`src/rtl/fp_seq_alu.sv`:
```
// Sequential floating-point ALU: operands and opcode are loaded over one bus, then
// add/sub run as a three-stage pipeline and multiply as an iterative shift-add.
module fp_seq_alu #(
  parameter int unsigned EXP_W = 5,
  parameter int unsigned MAN_W = 10
) (
  input  logic                 clk,
  input  logic                 rst,
  input  logic                 start,
  input  logic [EXP_W+MAN_W:0] data,
  output logic [EXP_W+MAN_W:0] result,
  output logic                 ready,
  output logic                 error,
  output logic [1:0]           err_code,
  output logic                 busy
);

  localparam int unsigned W        = 1 + EXP_W + MAN_W;
  localparam int unsigned HW       = MAN_W + 1;
  localparam int unsigned SW       = MAN_W + 5;
  localparam int unsigned PW       = 2 * HW;
  localparam int unsigned EW       = EXP_W + 3;
  localparam int unsigned LW       = $clog2(SW);
  localparam int unsigned CW       = $clog2(MAN_W + 4) + 1;
  localparam int unsigned BIAS     = (1 << (EXP_W - 1)) - 1;
  localparam int unsigned EMAX     = (1 << EXP_W) - 1;

  localparam logic signed [EW-1:0] EXP_MAX_S = EW'(EMAX);
  localparam logic signed [EW-1:0] ZERO_S    = '0;

  localparam logic [2:0] S_IDLE    = 3'd0;
  localparam logic [2:0] S_LOAD_B  = 3'd1;
  localparam logic [2:0] S_LOAD_OP = 3'd2;
  localparam logic [2:0] S_ARMED   = 3'd3;
  localparam logic [2:0] S_EXEC    = 3'd4;
  localparam logic [2:0] S_DONE    = 3'd5;
  localparam logic [2:0] S_ERR     = 3'd6;

  logic [2:0]             state_q, state_d;
  logic [CW-1:0]          cnt_q, cnt_d;
  logic [W-1:0]           a_q, a_d, b_q, b_d;
  logic [1:0]             op_q, op_d;
  logic [SW-1:0]          x_q, x_d, y_q, y_d, sum_q, sum_d;
  logic signed [EW-1:0]   exp_q, exp_d;
  logic                   sign_q, sign_d, sub_q, sub_d, zero_q, zero_d;
  logic [PW-1:0]          mcand_q, mcand_d, acc_q, acc_d;
  logic [HW-1:0]          mplier_q, mplier_d;
  logic [MAN_W-1:0]       nman_q, nman_d;
  logic [W-1:0]           result_q, result_d;
  logic                   ready_q, ready_d, error_q, error_d, busy_q, busy_d;
  logic [1:0]             err_code_q, err_code_d;

  // Operand decode; exponent zero flushes to exact zero
  logic [EXP_W-1:0] a_exp, b_exp;
  logic [HW-1:0]    a_sig, b_sig;
  logic             a_zero, b_zero, a_special, b_special, a_sgn, b_sgn_eff, is_mul;

  assign a_exp     = a_q[W-2 -: EXP_W];
  assign b_exp     = b_q[W-2 -: EXP_W];
  assign a_zero    = (a_exp == '0);
  assign b_zero    = (b_exp == '0);
  assign a_sig     = a_zero ? '0 : {1'b1, a_q[MAN_W-1:0]};
  assign b_sig     = b_zero ? '0 : {1'b1, b_q[MAN_W-1:0]};
  assign a_special = &a_exp;
  assign b_special = &b_exp;
  assign a_sgn     = a_q[W-1];
  assign b_sgn_eff = b_q[W-1] ^ (op_q == 2'd1);
  assign is_mul    = (op_q == 2'd2);

  // Alignment: larger magnitude becomes x, smaller is shifted with guard/round/sticky bits
  logic                a_ge;
  logic [EXP_W-1:0]    big_exp, small_exp, diff;
  logic [HW-1:0]       big_sig, small_sig;
  logic [SW-2:0]       small_ext, al_mask, al_y;
  logic                big_sgn, al_sticky;

  always_comb begin
    a_ge      = {a_exp, a_sig} >= {b_exp, b_sig};
    big_exp   = a_ge ? a_exp : b_exp;
    small_exp = a_ge ? b_exp : a_exp;
    big_sig   = a_ge ? a_sig : b_sig;
    small_sig = a_ge ? b_sig : a_sig;
    big_sgn   = a_ge ? a_sgn : b_sgn_eff;
    diff      = big_exp - small_exp;
    small_ext = {small_sig, 3'b000};
    al_mask   = ~({(SW-1){1'b1}} << diff);
    al_sticky = |(small_ext & al_mask);
    al_y      = (small_ext >> diff) | {{(SW-2){1'b0}}, al_sticky};
  end

  // Sum normaliser: carry-out shifts right, cancellation shifts left to the leading one
  logic [LW-1:0]        lead, nshift;
  logic [SW-1:0]        shifted;
  logic signed [EW-1:0] an_exp;
  logic [MAN_W-1:0]     an_man;

  always_comb begin
    lead = '0;
    for (int i = 0; i < int'(SW) - 1; i++) begin
      if (sum_q[i]) lead = LW'(i);
    end
    nshift  = LW'(SW - 2) - lead;
    shifted = sum_q << nshift;
    if (sum_q[SW-1]) begin
      an_exp = exp_q + EW'(1);
      an_man = sum_q[SW-2 -: MAN_W];
    end else begin
      an_exp = exp_q - EW'(nshift);
      an_man = shifted[SW-3 -: MAN_W];
    end
  end

  logic signed [EW-1:0] fin_exp;
  logic [MAN_W-1:0]     fin_man;
  logic                 fin_zero, fin_sign, finish;

  always_comb begin
    if (is_mul) begin
      fin_exp  = exp_q;
      fin_man  = nman_q;
      fin_zero = zero_q;
      fin_sign = sign_q;
    end else begin
      fin_exp  = an_exp;
      fin_man  = an_man;
      fin_zero = (sum_q == '0);
      fin_sign = (sum_q == '0) ? 1'b0 : sign_q;
    end
  end

  always_comb begin
    state_d    = state_q;
    cnt_d      = cnt_q;
    a_d        = a_q;
    b_d        = b_q;
    op_d       = op_q;
    x_d        = x_q;
    y_d        = y_q;
    sum_d      = sum_q;
    exp_d      = exp_q;
    sign_d     = sign_q;
    sub_d      = sub_q;
    zero_d     = zero_q;
    mcand_d    = mcand_q;
    mplier_d   = mplier_q;
    acc_d      = acc_q;
    nman_d     = nman_q;
    result_d   = result_q;
    ready_d    = ready_q;
    error_d    = error_q;
    err_code_d = err_code_q;
    busy_d     = busy_q;
    finish     = 1'b0;

    case (state_q)
      S_IDLE, S_DONE, S_ERR: begin
        if (start) begin
          a_d        = data;
          ready_d    = 1'b0;
          error_d    = 1'b0;
          err_code_d = 2'b00;
          state_d    = S_LOAD_B;
        end
      end
      S_LOAD_B: begin
        if (start) begin
          b_d     = data;
          state_d = S_LOAD_OP;
        end
      end
      S_LOAD_OP: begin
        if (start) begin
          op_d    = data[1:0];
          state_d = S_ARMED;
        end
      end
      S_ARMED: begin
        if (start) begin
          cnt_d   = '0;
          busy_d  = 1'b1;
          state_d = S_EXEC;
        end
      end
      S_EXEC: begin
        cnt_d = cnt_q + CW'(1);
        if (cnt_q == '0) begin
          if (op_q == 2'd3) begin
            state_d    = S_ERR;
            error_d    = 1'b1;
            err_code_d = 2'b01;
            busy_d     = 1'b0;
          end else if (a_special || b_special) begin
            state_d    = S_ERR;
            error_d    = 1'b1;
            err_code_d = 2'b10;
            busy_d     = 1'b0;
          end else if (is_mul) begin
            mcand_d  = PW'(a_sig);
            mplier_d = b_sig;
            acc_d    = '0;
            exp_d    = EW'(a_exp) + EW'(b_exp) - EW'(BIAS);
            sign_d   = a_sgn ^ b_q[W-1];
            zero_d   = a_zero || b_zero;
          end else begin
            x_d    = {1'b0, big_sig, 3'b000};
            y_d    = {1'b0, al_y};
            exp_d  = EW'(big_exp);
            sign_d = big_sgn;
            sub_d  = a_sgn ^ b_sgn_eff;
          end
        end else if (!is_mul) begin
          if (cnt_q == CW'(1)) begin
            sum_d = sub_q ? (x_q - y_q) : (x_q + y_q);
          end else begin
            finish = 1'b1;
          end
        end else if (cnt_q <= CW'(MAN_W + 1)) begin
          acc_d    = acc_q + (mplier_q[0] ? mcand_q : '0);
          mcand_d  = mcand_q << 1;
          mplier_d = mplier_q >> 1;
        end else if (cnt_q == CW'(MAN_W + 2)) begin
          if (acc_q[PW-1]) begin
            nman_d = acc_q[PW-2 -: MAN_W];
            exp_d  = exp_q + EW'(1);
          end else begin
            nman_d = acc_q[PW-3 -: MAN_W];
          end
        end else begin
          finish = 1'b1;
        end

        // Final cycle: underflow flushes to signed zero, overflow aborts
        if (finish) begin
          busy_d = 1'b0;
          if (fin_zero || (fin_exp <= ZERO_S)) begin
            state_d  = S_DONE;
            ready_d  = 1'b1;
            result_d = {fin_sign, {(W-1){1'b0}}};
          end else if (fin_exp >= EXP_MAX_S) begin
            state_d    = S_ERR;
            error_d    = 1'b1;
            err_code_d = 2'b11;
          end else begin
            state_d  = S_DONE;
            ready_d  = 1'b1;
            result_d = {fin_sign, fin_exp[EXP_W-1:0], fin_man};
          end
        end
      end
      default: state_d = S_IDLE;
    endcase
  end

  always_ff @(posedge clk) begin
    if (rst) begin
      state_q    <= S_IDLE;
      cnt_q      <= '0;
      a_q        <= '0;
      b_q        <= '0;
      op_q       <= '0;
      x_q        <= '0;
      y_q        <= '0;
      sum_q      <= '0;
      exp_q      <= '0;
      sign_q     <= 1'b0;
      sub_q      <= 1'b0;
      zero_q     <= 1'b0;
      mcand_q    <= '0;
      mplier_q   <= '0;
      acc_q      <= '0;
      nman_q     <= '0;
      result_q   <= '0;
      ready_q    <= 1'b0;
      error_q    <= 1'b0;
      err_code_q <= 2'b00;
      busy_q     <= 1'b0;
    end else begin
      state_q    <= state_d;
      cnt_q      <= cnt_d;
      a_q        <= a_d;
      b_q        <= b_d;
      op_q       <= op_d;
      x_q        <= x_d;
      y_q        <= y_d;
      sum_q      <= sum_d;
      exp_q      <= exp_d;
      sign_q     <= sign_d;
      sub_q      <= sub_d;
      zero_q     <= zero_d;
      mcand_q    <= mcand_d;
      mplier_q   <= mplier_d;
      acc_q      <= acc_d;
      nman_q     <= nman_d;
      result_q   <= result_d;
      ready_q    <= ready_d;
      error_q    <= error_d;
      err_code_q <= err_code_d;
      busy_q     <= busy_d;
    end
  end

  assign result   = result_q;
  assign ready    = ready_q;
  assign error    = error_q;
  assign err_code = err_code_q;
  assign busy     = busy_q;

endmodule
```
`config.mk`:
```
export PLATFORM = sky130hd
export DESIGN_NAME = fp_seq_alu
export DESIGN_NICKNAME = d
export VERILOG_FILES = /design/src/rtl/fp_seq_alu.sv
export SDC_FILE = /design/constraint.sdc
export NUM_CORES = 1
export LEC_CHECK = 0
export CORE_MARGIN = 2
export CORE_UTILIZATION = 45
export DETAILED_ROUTE_END_ITERATION = 8
export HOLD_SLACK_MARGIN = 0.08
export PLACE_DENSITY = 0.7
export SYNTH_ARGS = -nofsm -noshare
export SYNTH_HDL_FRONTEND = slang
export SYNTH_SLANG_ARGS = --single-unit
```
`constraint.sdc`:
```
create_clock -name clk -period 5.9 [get_ports clk]
set_input_delay 1.18 -clock clk [delete_from_list [all_inputs] [get_ports clk]]
set_output_delay 1.18 -clock clk [all_outputs]
set_load 0.02 [all_outputs]
```
Word level (Yosys, flattened, before mapping)
Index checks and enable logic that the tools add are counted.

Register bits after elaboration: 179. Bits of input ports: 19. Output and inout bits: 21.

Add/sub/neg operators: 10. $lt $le $gt $ge: 4. Eq/ne operators: 23. Shifts and indexed selects: 3. Multiplexer cells: 104. Bitwise logic cells: 11. Reductions and logical operators: 35.

Operator list (count): $mux W22 (13); $mux W11 (10); $mux W8 (10); $mux W4 (12); $mux W16 (2); $mux W10 (3); $mux W1 (27); $reduce_and A5 Y1 (5); $mux W3 (8); $add A22 B22 Y22 (1); $mux W2 (9); $ne A2 B2 Y1 const B (9); $ge A16 B16 Y1 (1); $reduce_and A4 Y1 (4); $add A14 B14 Y15 (1); $logic_not A15 Y1 (1); $logic_not A5 Y1 (3); $mux W15 (1); $mux W5 (3); $pmux W3 S5 (1); $shl A15 B4 Y13 (1); $sub A14 B14 Y15 (1); $and A14 B14 Y14 (1); $not A14 Y14 (1); other kinds (37) (62).

Longest topological paths before layout
Gate-level depths: netlist (run 1).

Word-level depth: 22. Gate-level depth with buffers: 21. Mapped depth without buffers: 19.

Least setup slack after synthesis (run 1)
Ideal clock, no wire load.

Kind: reg2reg. Start: register b_q[11]. End: register y_q[0]. Setup time: 0.074 ns. Data arrival time: 4.217 ns. Required time: 5.826 ns. Path slack: 1.609 ns. Cell stages (with the launch flop): 21. Clock period less this slack: 4.291 ns. Cell sequence: dfxtp_1 nor3_1 nand3_1 clkbuf_1 clkbuf_1 ha_1 nand4bb_1 o21ai_1 o22ai_2 a21boi_1 buf_6 mux2i_4 ha_1 a221oi_1 nand2_1 xnor2_1 buf_2 o21ai_0 a31o_1 a32o_1 a31oi_1.

Cells in the longest elaborated chain, start to end: 10.

RTL lines: start, declared (line 41) `logic [W-1:0] a_q, a_d, b_q, b_d;`; start signal, assigned (line 259) `b_q <= '0;`; start signal, assigned (line 281) `b_q <= b_d;`; $logic_not A5 Y1 (line 61) `assign b_zero = (b_exp == '0);`; $mux W11 (line 63) `assign b_sig = b_zero ? '0 : {1'b1, b_q[MAN_W-1:0]};`; $ge A16 B16 Y1 (line 78) `a_ge = {a_exp, a_sig} >= {b_exp, b_sig};`; $mux W5, on equally long branches (line 79, 80); $sub A5 B5 Y5 (line 84) `diff = big_exp - small_exp;`; $shl A14 B5 Y14 (line 86) `al_mask = ~({(SW-1){1'b1}} << diff);`; $not A14 Y14 (line 86); $and A14 B14 Y14 (line 87) `al_sticky = |(small_ext & al_mask);`; $reduce_or A14 Y1 (line 87); $or A14 B1 Y14 (line 88) `al_y = (small_ext >> diff) | {{(SW-2){1'b0}}, al_sticky};`; end signal, assigned (line 284) `y_q <= y_d;`; end, declared (line 43) `logic [SW-1:0] x_q, x_d, y_q, y_d, sum_q, sum_d;`.

Several ways; a longest one is shown, not always the timed one. A chain may end at the register's enable or synchronous reset.

Worst setup path after layout (run 1)
Start: register a_q[11]. End: register y_q[4].

Cells in the longest elaborated chain, start to end: 7.

RTL lines: start, declared (line 41); start signal, assigned (line 258) `a_q <= '0;`; start signal, assigned (line 280) `a_q <= a_d;`; $logic_not A5 Y1 (line 60) `assign a_zero = (a_exp == '0);`; $mux W11 (line 62) `assign a_sig = a_zero ? '0 : {1'b1, a_q[MAN_W-1:0]};`; $ge A16 B16 Y1 (line 78); $mux W5, on equally long branches (line 79, 80); $sub A5 B5 Y5 (line 84); $shr A14 B5 Y14 (line 88); $or A14 B1 Y14 (line 88).

Several ways; a longest one is shown, not always the timed one.

==> impl_metrics.json, run 1 <==
{
  "status": "finished clean",
  "fmax_ghz": 0.191,
  "post_cts_resized": 0,
  "grt_pass1_wl_um": 53400,
  "postPlaceCellArea_um2": 12800,
  "layout_commonest_cell": "nand2_1",
  "synth-edff-count": 0,
  "fin_worst_skew_ns": 0.0136,
  "yosys_most_used_dff": "dfxtp_1",
  "htree_levels": 4,
  "finalCritPeriodShare_pct": 88.9,
  "portBuffers": 39,
  "drc": 0,
  "fin_hold_ws_ns": 0.456,
  "layout_common_cells": "189 x nand2_1, 185 x nor2_1, 179 x dfxtp_1",
  "tns_ns": 0,
  "cts_made_buffers": 17,
  "crit_type": "reg -> reg",
  "rsz0062_at_grt": "false",
  "syn_nets": 1697,
  "clk_latency_ns": 0.44,
  "hold_viol": 0,
  "synth_seq_cells": 179,
  "vias_per_cell": 5.94,
  "synth_area_per_cell_um2": 7.64,
  "rr_endpoint": "y_q[4]$_SDFFE_PP0P_",
  "dieHeight_um": 169,
  "place.gp.congestion": 0.943,
  "critPathCaptureType": "flip-flop",
  "die_width_um": 169,
  "die_area_um2": 28400,
  "grt_max_degree": 88,
  "num-nets-final": 1674,
  "dr_total_vias": 11400,
  "io_pins": 40,
  "hold_path.class": "reg -> reg",
  "netlist_area_um2": 12200,
  "initial_core_util_pct": 45.5,
  "peakVddDrop_mv": 0.141,
  "worstHoldStart": "mcand_q[21]$_SDFFE_PP0P_",
  "dr.pass1.iters": 7,
  "antenna_cells": 0,
  "cp-start-kind": "flip-flop",
  "p_total_uw": 3200,
  "worst_ep_required_time_ns": 6.22,
  "ant_nets": 0,
  "yosysSeqAreaShare_pct": 29.4,
  "layout_setup_ws_ns": 0.654,
  "critPathArrivalTime_ns": 5.57,
  "drv_slew": 0,
  "drv_cap": 0,
  "gr-total-overflow": 0,
  "layout_min_cycle_time_ns": 5.25,
  "cts_post_setup_buffers_inserted": 0,
  "placementRows": 60,
  "wl_per_cell_um": 17.2,
  "drive_gt1_share_pct": 4.99,
  "worst_pin_slew_ns": 1.16,
  "setup_viol_count_final": 0,
  "syn_to_final_growth_pct": 9.70,
  "grt_pass1_vias": 10400,
  "hold_path_depth": 2,
  "place_ws_ns": 0.808,
  "grt_antenna_before_repair": 0,
  "cts_hold_buf": 0,
  "top_usage_layer": "met2",
  "slew_headroom_pct": 22.4,
  "cts-root-buf": "clkbuf_16",
  "ys_types": 83,
  "grt_util_met2_pct": 37.9,
  "dpl.hpwl_um": 24000,
  "p_leak_uw": 0.00514,
  "post_synth_inst_count": 1595,
  "clk_path_buf_depth": 2,
  "use_met3_pct": 3.27,
  "r2r_cells": 18,
  "async_reset_ff_share_pct": 0,
  "met1_usage_pct": 31.3,
  "synth_warnings": 0,
  "finalInstanceArea_um2": 13400,
  "track_usage_pct": 23.0,
  "core-area_um2": 26800,
  "tritoncts": "built",
  "ff2ff_setup_slack_ns": 0.65,
  "clk_pin_slew_ns": 0.07,
  "min_to": "mcand_q[21]$_SDFFE_PP0P_",
  "r2r_start": "a_q[11]$_SDFFE_PP0P_",
  "first_iter_violations": 1016,
  "cellPowerDensity_nw_per_um2": 239,
  "totalWireLength_um": 33100,
  "clkSinkCount": 179,
  "cp_max_fo": 16
}
-- final cells by class --
class	count	area, um^2
Fill cell	2579	13400
Multi-Input combinational cell	1241	7950
Sequential cell	179	3580
Timing Repair Buffer	57	523
Clock buffer	18	439
Tap cell	341	427
Inverter	76	285
Clock inverter	13	159
-- sequential cells by signal, summed over array words and instances, names as in the netlist, 5 cells and up --
register  cells
a_q          16
acc_q        22
b_q          16
cnt_q         5
exp_q         8
mcand_q      22
mplier_q     11
nman_q       10
result       16
sum_q        15
x_q          11
y_q          14
-- cell families (layout without fill, tap and decap cells) --
group                    count (synthesis)  count (layout)  share of synthesized area (%)
buffers and inverters                  175             164                           5.55
XOR/XNOR                                44              44                           3.22
flip-flops                             179             179                           29.4
multiplexers                            72              72                           6.49
AND/OR/NAND/NOR                        601             601                           22.6
AO/OA/AOI/OAI                          440             440                           23.8
adder cells (fa/ha/maj)                 84              84                           8.85
-- critical path: stages, from the launching register on --
cell	delay, ns
dfxtp_1	0.38
nor4_1	0.29
nand2_1	0.42
nand2_1	0.32
inv_1	0.07
ha_1	0.35
a211oi_2	0.23
nand2_1	0.10
a211o_1	0.30
a21boi_4	0.49
mux2i_4	0.36
ha_1	0.18
a221oi_1	0.06
a211oi_1	0.35
a211oi_2	0.09
xnor2_1	0.47
nor3_1	0.20
o2111a_1	0.20
a211o_1	0.27
-- worst max-delay path by stage --
stage / from / endpoint / slack, ns / depth (start not counted)
final: a_q[11]$_SDFFE_PP0P_ / y_q[4]$_SDFFE_PP0P_ / 0.65 / 18
after global routing: a_q[11]$_SDFFE_PP0P_ / y_q[4]$_SDFFE_PP0P_ / 0.32 / 18
after CTS: a_q[11]$_SDFFE_PP0P_ / y_q[4]$_SDFFE_PP0P_ / 0.78 / 18
after detailed placement: a_q[11]$_SDFFE_PP0P_ / y_q[4]$_SDFFE_PP0P_ / 0.81 / 18
after global placement: a_q[11]$_SDFFE_PP0P_ / y_q[4]$_SDFFE_PP0P_ / 0.94 / 18
after floorplan: b_q[11]$_SDFFE_PP0P_ / y_q[0]$_SDFFE_PP0P_ / 1.61 / 20
-- layer usage --
metal	wire, um	up-vias
met2	15100	356
met4	642	0
met5	0	-
li1	-	5649
met1	15500	5387
met3	1790	42
-- cell usage after synthesis (8+ instances only) --
cell      instances  area [um^2]
o31ai_1          14          105
a22oi_1          19          143
xor2_1           16          140
nand3_1          44          220
xnor2_1          27          236
a32o_1            8         80.1
nor3_1           66          330
nor2_1          185          694
and3_1            9         56.3
dfxtp_1         179         3580
clkbuf_1         85          319
a21oi_1         139          696
mux2i_1          63          631
o211ai_1          9         67.6
and2_1           29          181
a21o_1           13         97.6
a22o_1           15          131
nand4_1           8         50.1
inv_1            75          282
o21ai_0          69          345
ha_1             79          988
a31oi_1          15         93.8
nand2b_1         17          106
nor2b_1          15         93.8
o21a_1           10         75.1
a211oi_1         52          390
nand2_1         190          713
a311oi_1         10         87.6
-- power by group --
group	total, uW	internal [uW]	switching [uW]	leakage, uW
logic	753	277	476	0.00341
clock network	1180	650	529	0.000294
registers	1260	1230	33.6	0.00145
total	3200	2160	1040	0.00514
-- through the flow --
step                      util [%]  std cells
after floorplan                  -       1595
after global placement        47.6       1894
after detailed placement      47.6       1894
after CTS                     49.9       1925
after global routing          49.9       1925
final                         49.9       1925
No activity file was read; power rests on OpenSTA's default activity.
==> inputs of run 2 (changes only) <==
Settings changed: CORE_UTILIZATION 45 to 54, PLACE_DENSITY 0.7 to 0.8.
==> run 2 against run 1 <==
  * Clock skew decreased by 0.0026 ns
  * Flip-flop and latch count unchanged
  * Die area decreased by 16%
  * Power increased by 1.1%
  * Critical endpoint is now y_q[1]$_SDFFE_PP0P_
  * Largest cell class unchanged
  * Largest power group unchanged
  * Highest routed layer unchanged
==> impl_metrics.json, run 2 (synthesis gave the netlist of run 1 again) <==
{
  "cp_top_family": "compound AO/OA/AOI/OAI gates",
  "first_iter_violations": 975,
  "die_area_um2": 23800,
  "ant_nets": 0,
  "n_fill_cell": 1933,
  "grt_antenna_before_repair": 0,
  "num-nets-final": 1674,
  "slew_headroom_pct": 14.0,
  "cts_post_setup_buffers_inserted": 0,
  "setup_viol_count_final": 0,
  "tns_ns": 0,
  "clk_latency_ns": 0.44,
  "slowest_delay_ns": 0.49,
  "status": "finished clean",
  "placementRows": 54,
  "worstHoldStart": "acc_q[0]$_SDFFE_PP0P_",
  "core-area_um2": 22000,
  "portBuffers": 39,
  "place.gp.congestion": 0.925,
  "fin_hold_ws_ns": 0.459,
  "cellPowerDensity_nw_per_um2": 243,
  "syn_to_final_growth_pct": 9.24,
  "ff2ff_setup_slack_ns": 0.69,
  "dpl.hpwl_um": 23800,
  "critPathBufInv": 2,
  "io_pins": 40,
  "critPathCaptureType": "flip-flop",
  "top_regs": "acc_q x22, mcand_q x22",
  "drv_slew": 0,
  "drive_gt1_share_pct": 5.05,
  "drv_cap": 0,
  "clk_pin_slew_ns": 0.07,
  "r2r_cells": 16,
  "dieHeight_um": 154,
  "hold_viol": 0,
  "gr-total-overflow": 0,
  "dr_total_vias": 11600,
  "final-seq-area_um2": 3580,
  "clk_path_buf_depth": 2,
  "layout_setup_ws_ns": 0.688,
  "r2r_start": "a_q[11]$_SDFFE_PP0P_",
  "layout_min_cycle_time_ns": 5.21,
  "grt_pass1_wl_um": 52800,
  "cpMostUsedCell": "nand2_1",
  "dr.pass1.iters": 6,
  "totalWireLength_um": 32700,
  "track_usage_pct": 27.1,
  "crit_type": "reg -> reg",
  "place_ws_ns": 0.818,
  "place_inst": 1833,
  "peakVddDrop_mv": 0.191,
  "layout_common_cells": "189 x nand2_1, 185 x nor2_1, 179 x dfxtp_1",
  "grt_pass1_vias": 10500,
  "instances_no_fill": 1865,
  "cts_made_buffers": 17,
  "rr_endpoint": "y_q[1]$_SDFFE_PP0P_",
  "layout_commonest_cell": "nand2_1",
  "finalCritPeriodShare_pct": 88.3,
  "drc": 0,
  "tritoncts": "built",
  "wl_per_cell_um": 17.5,
  "htree_levels": 4,
  "fmax_ghz": 0.192,
  "worst_ep_required_time_ns": 6.23,
  "post_cts_resized": 0,
  "rsz0062_at_grt": "false",
  "die_width_um": 154,
  "hold_path.class": "reg -> reg",
  "cp-start-kind": "flip-flop",
  "clkSinkCount": 179,
  "cts-root-buf": "clkbuf_16",
  "grt_max_degree": 75,
  "cts_hold_buf": 0,
  "min_to": "acc_q[0]$_SDFFE_PP0P_",
  "fin_worst_skew_ns": 0.0110,
  "initial_core_util_pct": 55.5,
  "multi_input_area_um2": 7950,
  "crit_chain": "nor4_1, nand2_1, nand2_1, inv_1, ha_1, a211oi_2, nand2_1, a211o_1, a21boi_4, mux2i_4, ha_1, inv_1, mux4_2, mux2i_1, a21oi_1, a22o_1",
  "slowest_stage": "a21boi_4",
  "antenna_cells": 0,
  "hold_path_depth": 2,
  "worst_pin_slew_ns": 1.29,
  "cp_max_fo": 20,
  "p_leak_uw": 0.00515,
  "critPathArrivalTime_ns": 5.54,
  "vias_per_cell": 6.23
}
## run 2: area by class of cell
| cell class | count | share of cell area, % |
|---|---|---|
| Tap cell | 280 | 2.63 |
| Inverter | 76 | 2.14 |
| Clock inverter | 14 | 1.41 |
| Timing Repair Buffer | 57 | 3.93 |
| Clock buffer | 18 | 3.22 |
| Multi-Input combinational cell | 1241 | 59.7 |
| Sequential cell | 179 | 26.9 |
## run 2: worst min-delay path, delay by kind of cell, from the launching register on
kind            cells  cell delay (ns)
compound gates      1             0.05
flops               1             0.32
simple gates        1             0.05
## run 2: per-stage QoR
stage	util [%]	area (um^2)	total power [uW]
after floorplan	-	12200	1860
after global placement	57.8	12700	2010
after detailed placement	57.8	12700	2020
after CTS	60.6	13300	3230
after global routing	60.6	13300	3350
final	60.6	13300	3230
## run 2: worst max path at each step
stage,start,to,slack (ns),cells past startpoint
3_3_place_gp,a_q[11]$_SDFFE_PP0P_,y_q[1]$_SDFFE_PP0P_,0.95,16
6_report,a_q[11]$_SDFFE_PP0P_,y_q[1]$_SDFFE_PP0P_,0.69,16
3_5_place_dp,a_q[12]$_SDFFE_PP0P_,y_q[1]$_SDFFE_PP0P_,0.82,16
4_1_cts,a_q[11]$_SDFFE_PP0P_,y_q[1]$_SDFFE_PP0P_,0.80,16
5_1_grt,a_q[11]$_SDFFE_PP0P_,y_q[3]$_SDFFE_PP0P_,0.36,17
2_1_floorplan,b_q[11]$_SDFFE_PP0P_,y_q[0]$_SDFFE_PP0P_,1.61,20
## run 2: per-layer routing
metal,vias up,routed length (um),global-route usage (%)
met1,5490,14900,36.7
met2,407,15000,43.9
met4,0,891,9.88
li1,5655,-,-
met3,69,1960,4.03
met5,-,0,0
## run 2: where the power goes
part | internal (uW) | switching [uW] | total, uW
combinational | 275 | 476 | 752
clock | 682 | 534 | 1220
sequential | 1230 | 34.0 | 1270
==> inputs of run 3 (changes only) <==
Settings changed: SLEW_MARGIN from default to 5.
==> results of run 3 <==
No change in the layout: final DEF, timing and power equal those of run 2.
